==> config.mk <==
export PLATFORM = sky130hd
export DESIGN_NAME = cpu_run_ctrl_flat
export DESIGN_NICKNAME = d
export VERILOG_FILES = /design/src/rtl/cpu_ctrl_pkg.sv /design/src/rtl/cpu_run_ctrl_if.sv /design/src/rtl/cpu_run_ctrl_pc_breakpoint.sv /design/src/rtl/cpu_run_ctrl.sv /design/src/flat_wrapper.sv
export SDC_FILE = /design/constraint.sdc
export NUM_CORES = 1
export LEC_CHECK = 0
export CAP_MARGIN = 20
export CORE_MARGIN = 2
export CORE_UTILIZATION = 53
export CTS_BUF_LIST = sky130_fd_sc_hd__clkbuf_4
export DETAILED_ROUTE_END_ITERATION = 16
export HOLD_SLACK_MARGIN = 0.12
export PLACE_DENSITY_LB_ADDON = 0.05
export REMOVE_ABC_BUFFERS = 1
export SETUP_SLACK_MARGIN = 0.15
export SYNTH_ARGS = -nofsm -noshare
export SYNTH_HDL_FRONTEND = slang
export SYNTH_HIERARCHICAL = 1
export SYNTH_SLANG_ARGS = --single-unit
==> constraint.sdc <==
create_clock -name clk -period 2.75 [get_ports clk]
set_input_delay 0.825 -clock clk [delete_from_list [all_inputs] [get_ports clk]]
set_output_delay 0.825 -clock clk [all_outputs]
set_load 0.01 [all_outputs]
==> src/rtl/cpu_ctrl_pkg.sv <==
// Shared types and default widths for the CPU run/halt/step controller.
package cpu_ctrl_pkg;

    localparam int unsigned DefPcW   = 12;
    localparam int unsigned DefStepW = 12;
    localparam int unsigned DefCntW  = 32;

    typedef enum logic [1:0] {
        OpRun   = 2'd0,
        OpStep  = 2'd1,
        OpSetBp = 2'd2,
        OpClrBp = 2'd3
    } run_op_e;

    typedef enum logic [1:0] {
        StRunning  = 2'd0,
        StStepping = 2'd1,
        StHalted   = 2'd2
    } run_state_e;

endpackage

==> src/rtl/cpu_run_ctrl_if.sv <==
// Debug/host command port: valid/ready handshake carrying an opcode and argument.
interface cpu_run_ctrl_if
    import cpu_ctrl_pkg::*;
#(
    parameter int unsigned STEP_W = DefStepW
) ();

    logic              cmd_valid;
    logic              cmd_ready;
    run_op_e           cmd_op;
    logic [STEP_W-1:0] cmd_arg;

    modport master (
        output cmd_valid,
        output cmd_op,
        output cmd_arg,
        input  cmd_ready
    );

    modport slave (
        input  cmd_valid,
        input  cmd_op,
        input  cmd_arg,
        output cmd_ready
    );

endinterface

==> src/rtl/cpu_run_ctrl_pc_breakpoint.sv <==
// Single PC breakpoint: address/enable register, next-PC comparator and skip-one flag.
module pc_breakpoint
    import cpu_ctrl_pkg::*;
#(
    parameter int unsigned PC_W = DefPcW
) (
    input  logic            clk,
    input  logic            rst,
    input  logic            set_bp,
    input  logic            clr_bp,
    input  logic [PC_W-1:0] set_addr,
    input  logic            arm_skip,
    input  logic            cpu_en,
    input  logic [PC_W-1:0] pc_next,
    output logic            match
);

    logic [PC_W-1:0] bp_addr_q, bp_addr_d;
    logic            bp_en_q, bp_en_d;
    logic            skip_q, skip_d;

    always_comb begin
        bp_addr_d = bp_addr_q;
        bp_en_d   = bp_en_q;
        skip_d    = skip_q;
        if (set_bp) begin
            bp_addr_d = set_addr;
            bp_en_d   = 1'b1;
        end else if (clr_bp) begin
            bp_en_d = 1'b0;
        end
        // Arming wins so a RUN accepted while already running still skips the next cycle.
        if (arm_skip) begin
            skip_d = 1'b1;
        end else if (cpu_en) begin
            skip_d = 1'b0;
        end
    end

    always_ff @(posedge clk or posedge rst) begin
        if (rst) begin
            bp_addr_q <= '0;
            bp_en_q   <= 1'b0;
            skip_q    <= 1'b0;
        end else begin
            bp_addr_q <= bp_addr_d;
            bp_en_q   <= bp_en_d;
            skip_q    <= skip_d;
        end
    end

    assign match = cpu_en & bp_en_q & (pc_next == bp_addr_q) & ~skip_q;

endmodule

==> src/rtl/cpu_run_ctrl.sv <==
// Run/halt/single-step controller producing the pipeline-wide update enable.
module cpu_run_ctrl
    import cpu_ctrl_pkg::*;
#(
    parameter int unsigned PC_W          = DefPcW,
    parameter int unsigned STEP_W        = DefStepW,
    parameter int unsigned CNT_W         = DefCntW,
    parameter bit          START_RUNNING = 1'b1
) (
    input  logic             clk,
    input  logic             rst,
    cpu_run_ctrl_if.slave    cmd,
    input  logic             halt_req,
    input  logic [PC_W-1:0]  pc_next,
    output logic             cpu_en,
    output logic             halted,
    output logic             bp_hit,
    output logic [CNT_W-1:0] cycle_cnt
);

    run_state_e        state_q, state_d;
    logic [STEP_W-1:0] step_q, step_d;
    logic [CNT_W-1:0]  cycle_cnt_q;
    logic              bp_hit_q, bp_hit_d;
    logic              accept, arm_skip, bp_match;

    // Outputs decode registered state only; no combinational input-to-enable path.
    assign cpu_en        = (state_q != StHalted);
    assign halted        = (state_q == StHalted);
    assign cmd.cmd_ready = (state_q != StStepping);
    assign bp_hit        = bp_hit_q;
    assign cycle_cnt     = cycle_cnt_q;
    assign accept        = cmd.cmd_valid & cmd.cmd_ready;

    pc_breakpoint #(
        .PC_W (PC_W)
    ) u_pc_breakpoint (
        .clk      (clk),
        .rst      (rst),
        .set_bp   (accept && (cmd.cmd_op == OpSetBp)),
        .clr_bp   (accept && (cmd.cmd_op == OpClrBp)),
        .set_addr (cmd.cmd_arg[PC_W-1:0]),
        .arm_skip (arm_skip),
        .cpu_en   (cpu_en),
        .pc_next  (pc_next),
        .match    (bp_match)
    );

    always_comb begin
        state_d  = state_q;
        step_d   = step_q;
        bp_hit_d = bp_hit_q;
        arm_skip = 1'b0;
        if (halt_req) begin
            state_d  = StHalted;
            bp_hit_d = 1'b0;
        end else if (bp_match) begin
            state_d  = StHalted;
            bp_hit_d = 1'b1;
        end else if (state_q == StStepping) begin
            if (step_q <= STEP_W'(1)) begin
                state_d = StHalted;
            end
            step_d = step_q - STEP_W'(1);
        end else if (accept) begin
            unique case (cmd.cmd_op)
                OpRun: begin
                    state_d  = StRunning;
                    bp_hit_d = 1'b0;
                    arm_skip = 1'b1;
                end
                OpStep: begin
                    // STEP while running is consumed without effect.
                    if (state_q == StHalted) begin
                        state_d  = StStepping;
                        step_d   = (cmd.cmd_arg == '0) ? STEP_W'(1) : cmd.cmd_arg;
                        bp_hit_d = 1'b0;
                        arm_skip = 1'b1;
                    end
                end
                OpSetBp, OpClrBp: ;
            endcase
        end
    end

    always_ff @(posedge clk or posedge rst) begin
        if (rst) begin
            state_q     <= START_RUNNING ? StRunning : StHalted;
            step_q      <= '0;
            bp_hit_q    <= 1'b0;
            cycle_cnt_q <= '0;
        end else begin
            state_q  <= state_d;
            step_q   <= step_d;
            bp_hit_q <= bp_hit_d;
            if (cpu_en) begin
                cycle_cnt_q <= cycle_cnt_q + CNT_W'(1);
            end
        end
    end

endmodule

==> src/flat_wrapper.sv <==
// flat-port wrapper written by rule: the top's interface ports become plain ports
module cpu_run_ctrl_flat import cpu_ctrl_pkg::*;
#(
    parameter int unsigned PC_W          = DefPcW,
    parameter int unsigned STEP_W        = DefStepW,
    parameter int unsigned CNT_W         = DefCntW,
    parameter bit          START_RUNNING = 1'b1
)
  (clk, rst, halt_req, pc_next, cpu_en, halted, bp_hit, cycle_cnt, cmd_cmd_valid, cmd_cmd_op, cmd_cmd_arg, cmd_cmd_ready);
  cpu_run_ctrl_if #(.STEP_W(STEP_W)) cmd_i ();
  input  logic clk;
  input  logic rst;
  input  logic halt_req;
  input  logic [PC_W-1:0] pc_next;
  output logic cpu_en;
  output logic halted;
  output logic bp_hit;
  output logic [CNT_W-1:0] cycle_cnt;
  input wire logic [$bits(cmd_i.cmd_valid)-1:0] cmd_cmd_valid;
  input wire logic [$bits(cmd_i.cmd_op)-1:0] cmd_cmd_op;
  input wire logic [$bits(cmd_i.cmd_arg)-1:0] cmd_cmd_arg;
  output wire logic [$bits(cmd_i.cmd_ready)-1:0] cmd_cmd_ready;
  assign cmd_i.cmd_valid = cmd_cmd_valid;
  assign cmd_i.cmd_op = cmd_cmd_op;
  assign cmd_i.cmd_arg = cmd_cmd_arg;
  assign cmd_cmd_ready = cmd_i.cmd_ready;
  cpu_run_ctrl #(.PC_W(PC_W), .STEP_W(STEP_W), .CNT_W(CNT_W), .START_RUNNING(START_RUNNING)) u_core (.clk(clk), .rst(rst), .cmd(cmd_i), .halt_req(halt_req), .pc_next(pc_next), .cpu_en(cpu_en), .halted(halted), .bp_hit(bp_hit), .cycle_cnt(cycle_cnt));
endmodule
==> flow_summary.ini <==
[outcome]
status = complete, no violations

[sta]
hold_violations = 0
timing.hold.ws_ps = 492
drv_slew = 0
tightest_slew_ps = 681
setup_viol = 0
period_needed_ps = 2530
rsz0062_at_grt = true
timing.final.crit_share = 0.919
fmax_mhz = 396
slew_headroom = 0.542
fin_skew_ps = 16.4

[finish]
diodes = 0
fill_cells = 436
fin_nets = 408
drive_gt1_frac = 0.138
fin_cells = 450
area_delta_synth_final_pct = 29.8
finalInstanceArea_mm2 = 0.00402

[detailed_routing]
detail_route.vias_per_cell = 5.64
drc = 0
vias = 2538
wire_per_inst_um = 15.5
routed_wl_um = 6960
drtIter0Drc = 114
ant_nets = 0
dr.pass1.iters = 6

[grt]
grt-ovfl-total = 0
grt.total_usage = 0.230
grt_pass1_vias = 2408
antenna_found_initial = 0
grt_max_degree = 25
grt_pass1_wl_um = 11300

[power]
p_seq_frac = 0.508
power_leakage_nw = 1.67
internal-power_mw = 1.59
p_sw_frac = 0.305
p_sw_mw = 0.695
clockPowerShare = 0.270
ir_worst_vdd_v = 0.000318
p_comb_frac = 0.221
powerDensity_mw_per_mm2 = 567

[clock_network]
clkTransAtPathRegs_ps = 100
htreeDepth = 3
cts-buffers-inserted = 9
clockBufferDepth = 2
cts_sinks = 61
clkLatencyLatePin_ps = 410
cts-root-buf = clkbuf_4
cts_tree = yes

[worst_setup_path]
crit_path_end_kind = output pin
cp_max_fo = 6
critPathKind = reg2out
critical-path-top-delay-family = buffers and inverters
max_stage_delay_ps = 560
crit_buf_inv = 2
crit_slowest_cell = clkdlybuf4s50_1
arrival_ps = 1700
worstSetupStartpointType = register
path_cells = inv_1 > ha_2 > clkdlybuf4s50_1
critPathRequiredTime_ps = 1930

[synthesis]
synth.most_common_cell = dfrtp_1
synth_edf_count = 0
ys.flop_type = dfrtp_1
synth.area.top_cells = dfrtp_1 49%, xnor2_1 11%, mux2_2 4.7%, nand4_1 3.2%, nand3_1 2.4%
syn_area_mm2 = 0.00310
syn_area_per_cell_um2 = 10.5
ys_ff_latch = 61
synth_common_cells = 61 x dfrtp_1, 40 x xnor2_1, 16 x nand4_1, 16 x nor2_1
async_reset_ff_frac = 1.00
ys_types = 47
netlist_instances = 294
yosys.area.top_type = dfrtp_1
synth_top_cell_area_share = 0.493
ys_seq_area_frac = 0.493
yosys_warnings = 6

[floorplan]
core_area_mm2 = 0.00557
fp-row-count = 27
ios = 66
die_w_um = 80.5
die_h_um = 80.5
initial_core_util = 0.556
dieArea_mm2 = 0.00648

[placed_design]
hpwl_um = 5170
place_congestion = 0.853
place_area_mm2 = 0.00388
place_inst = 433
port_buffers = 65

[hold_path]
hold_class = reg2reg

[job]
cap_violations = 0
[layout by cell type, fill, tap and decap left out, types with 3 or more instances in the layout]
master / count
clkinv_2: 4
nand3_1: 15
and3_1: 8
xnor2_1: 40
dfrtp_1: 61
buf_4: 12
nand2_1: 15
inv_1: 13
clkdlybuf4s50_1: 64
nand4_1: 16
nor2_1: 16
nor4_1: 3
a31oi_1: 4
nor3_1: 8
o21ai_0: 12
mux2_2: 13
a21oi_1: 12
o22a_1: 5
xor2_1: 3
ha_1: 4
clkbuf_4: 9
[power by group through the flow]
stage | sequential (mW) | clock (mW) | combinational [mW]
final | 1.16 | 0.617 | 0.505
after global routing | 1.18 | 0.671 | 0.555
after CTS | 1.16 | 0.631 | 0.505
after detailed placement | 1.17 | 0 | 0.503
after global placement | 1.17 | 0 | 0.494
after floorplan | 1.17 | 0 | 0.284
[final timing paths]
check                                          startpoint                             end  slack [ps]  cells past startpoint
max                                     u_core/state_q[0]                          halted         220                      3
min                        u_core/u_pc_breakpoint/bp_en_q  u_core/u_pc_breakpoint/bp_en_q         490                      1
max reg2reg                             u_core/state_q[0]                u_core/step_q[0]         500                     10
min reg2reg                u_core/u_pc_breakpoint/bp_en_q  u_core/u_pc_breakpoint/bp_en_q         490                      1
max in group asynchronous                             rst                u_core/step_q[9]        1410                      3
min in group asynchronous                             rst             u_core/cycle_cnt[2]         770                      2
[state kept, by name, summed over array words and instances (netlist names)]
name	flops
u_core/u_pc_breakpoint/bp_addr_q	12
u_core/step_q	12
u_core/u_pc_breakpoint/skip_q	1
u_core/bp_hit	1
u_core/u_pc_breakpoint/bp_en_q	1
u_core/cycle_cnt	32
u_core/state_q	2
[metrics by stage]
step	utilization	total power, mW	TNS, ps	setup slack, ps
final	0.721	2.28	0	224
after global routing	0.721	2.40	0	141
after CTS	0.720	2.29	0	175
after detailed placement	0.696	1.68	-63.7	-50.2
after global placement	0.696	1.66	0	34.5
after floorplan	-	1.45	0	179
[repair_timing]
item,4_1_cts,5_1_grt
setup buffers,0,1
resized for setup,3,0
setup endpoints to repair,2,2
hold buffers,0,0
gates cloned,0,0
pin swaps,0,0
[cell type report]
| cell class | instances | area [um^2] | share of cell area |
|---|---|---|---|
| clock inverter | 7 | 66.3 | 0.0165 |
| clock buffer | 9 | 67.6 | 0.0168 |
| tap | 72 | 90.1 | 0.0224 |
| inverter | 15 | 56.3 | 0.0140 |
| timing repair buffer | 77 | 739 | 0.184 |
| multi-input combinational | 209 | 1480 | 0.367 |
| sequential | 61 | 1530 | 0.380 |
[kinds of logic (layout without fill, tap and decap cells)]
group | count (synthesis) | in the layout | share of synthesized area
AOI/OAI and AO/OA | 44 | 44 | 0.0892
adders and majority gates | 5 | 5 | 0.0202
and+or+nand+nor | 102 | 102 | 0.191
xor gates and xnor gates | 43 | 43 | 0.122
muxes | 15 | 15 | 0.0537
DFF | 61 | 61 | 0.493
buffers and inverters | 24 | 108 | 0.0323
[layer usage]
metal	wire (um)	global-route usage	vias up
met5	0	0	-
met4	114	0.108	0
met3	369	0.0596	11
met2	3430	0.370	67
met1	3050	0.290	1248
li1	-	-	1212
No activity file was read; power rests on OpenSTA's default activity.
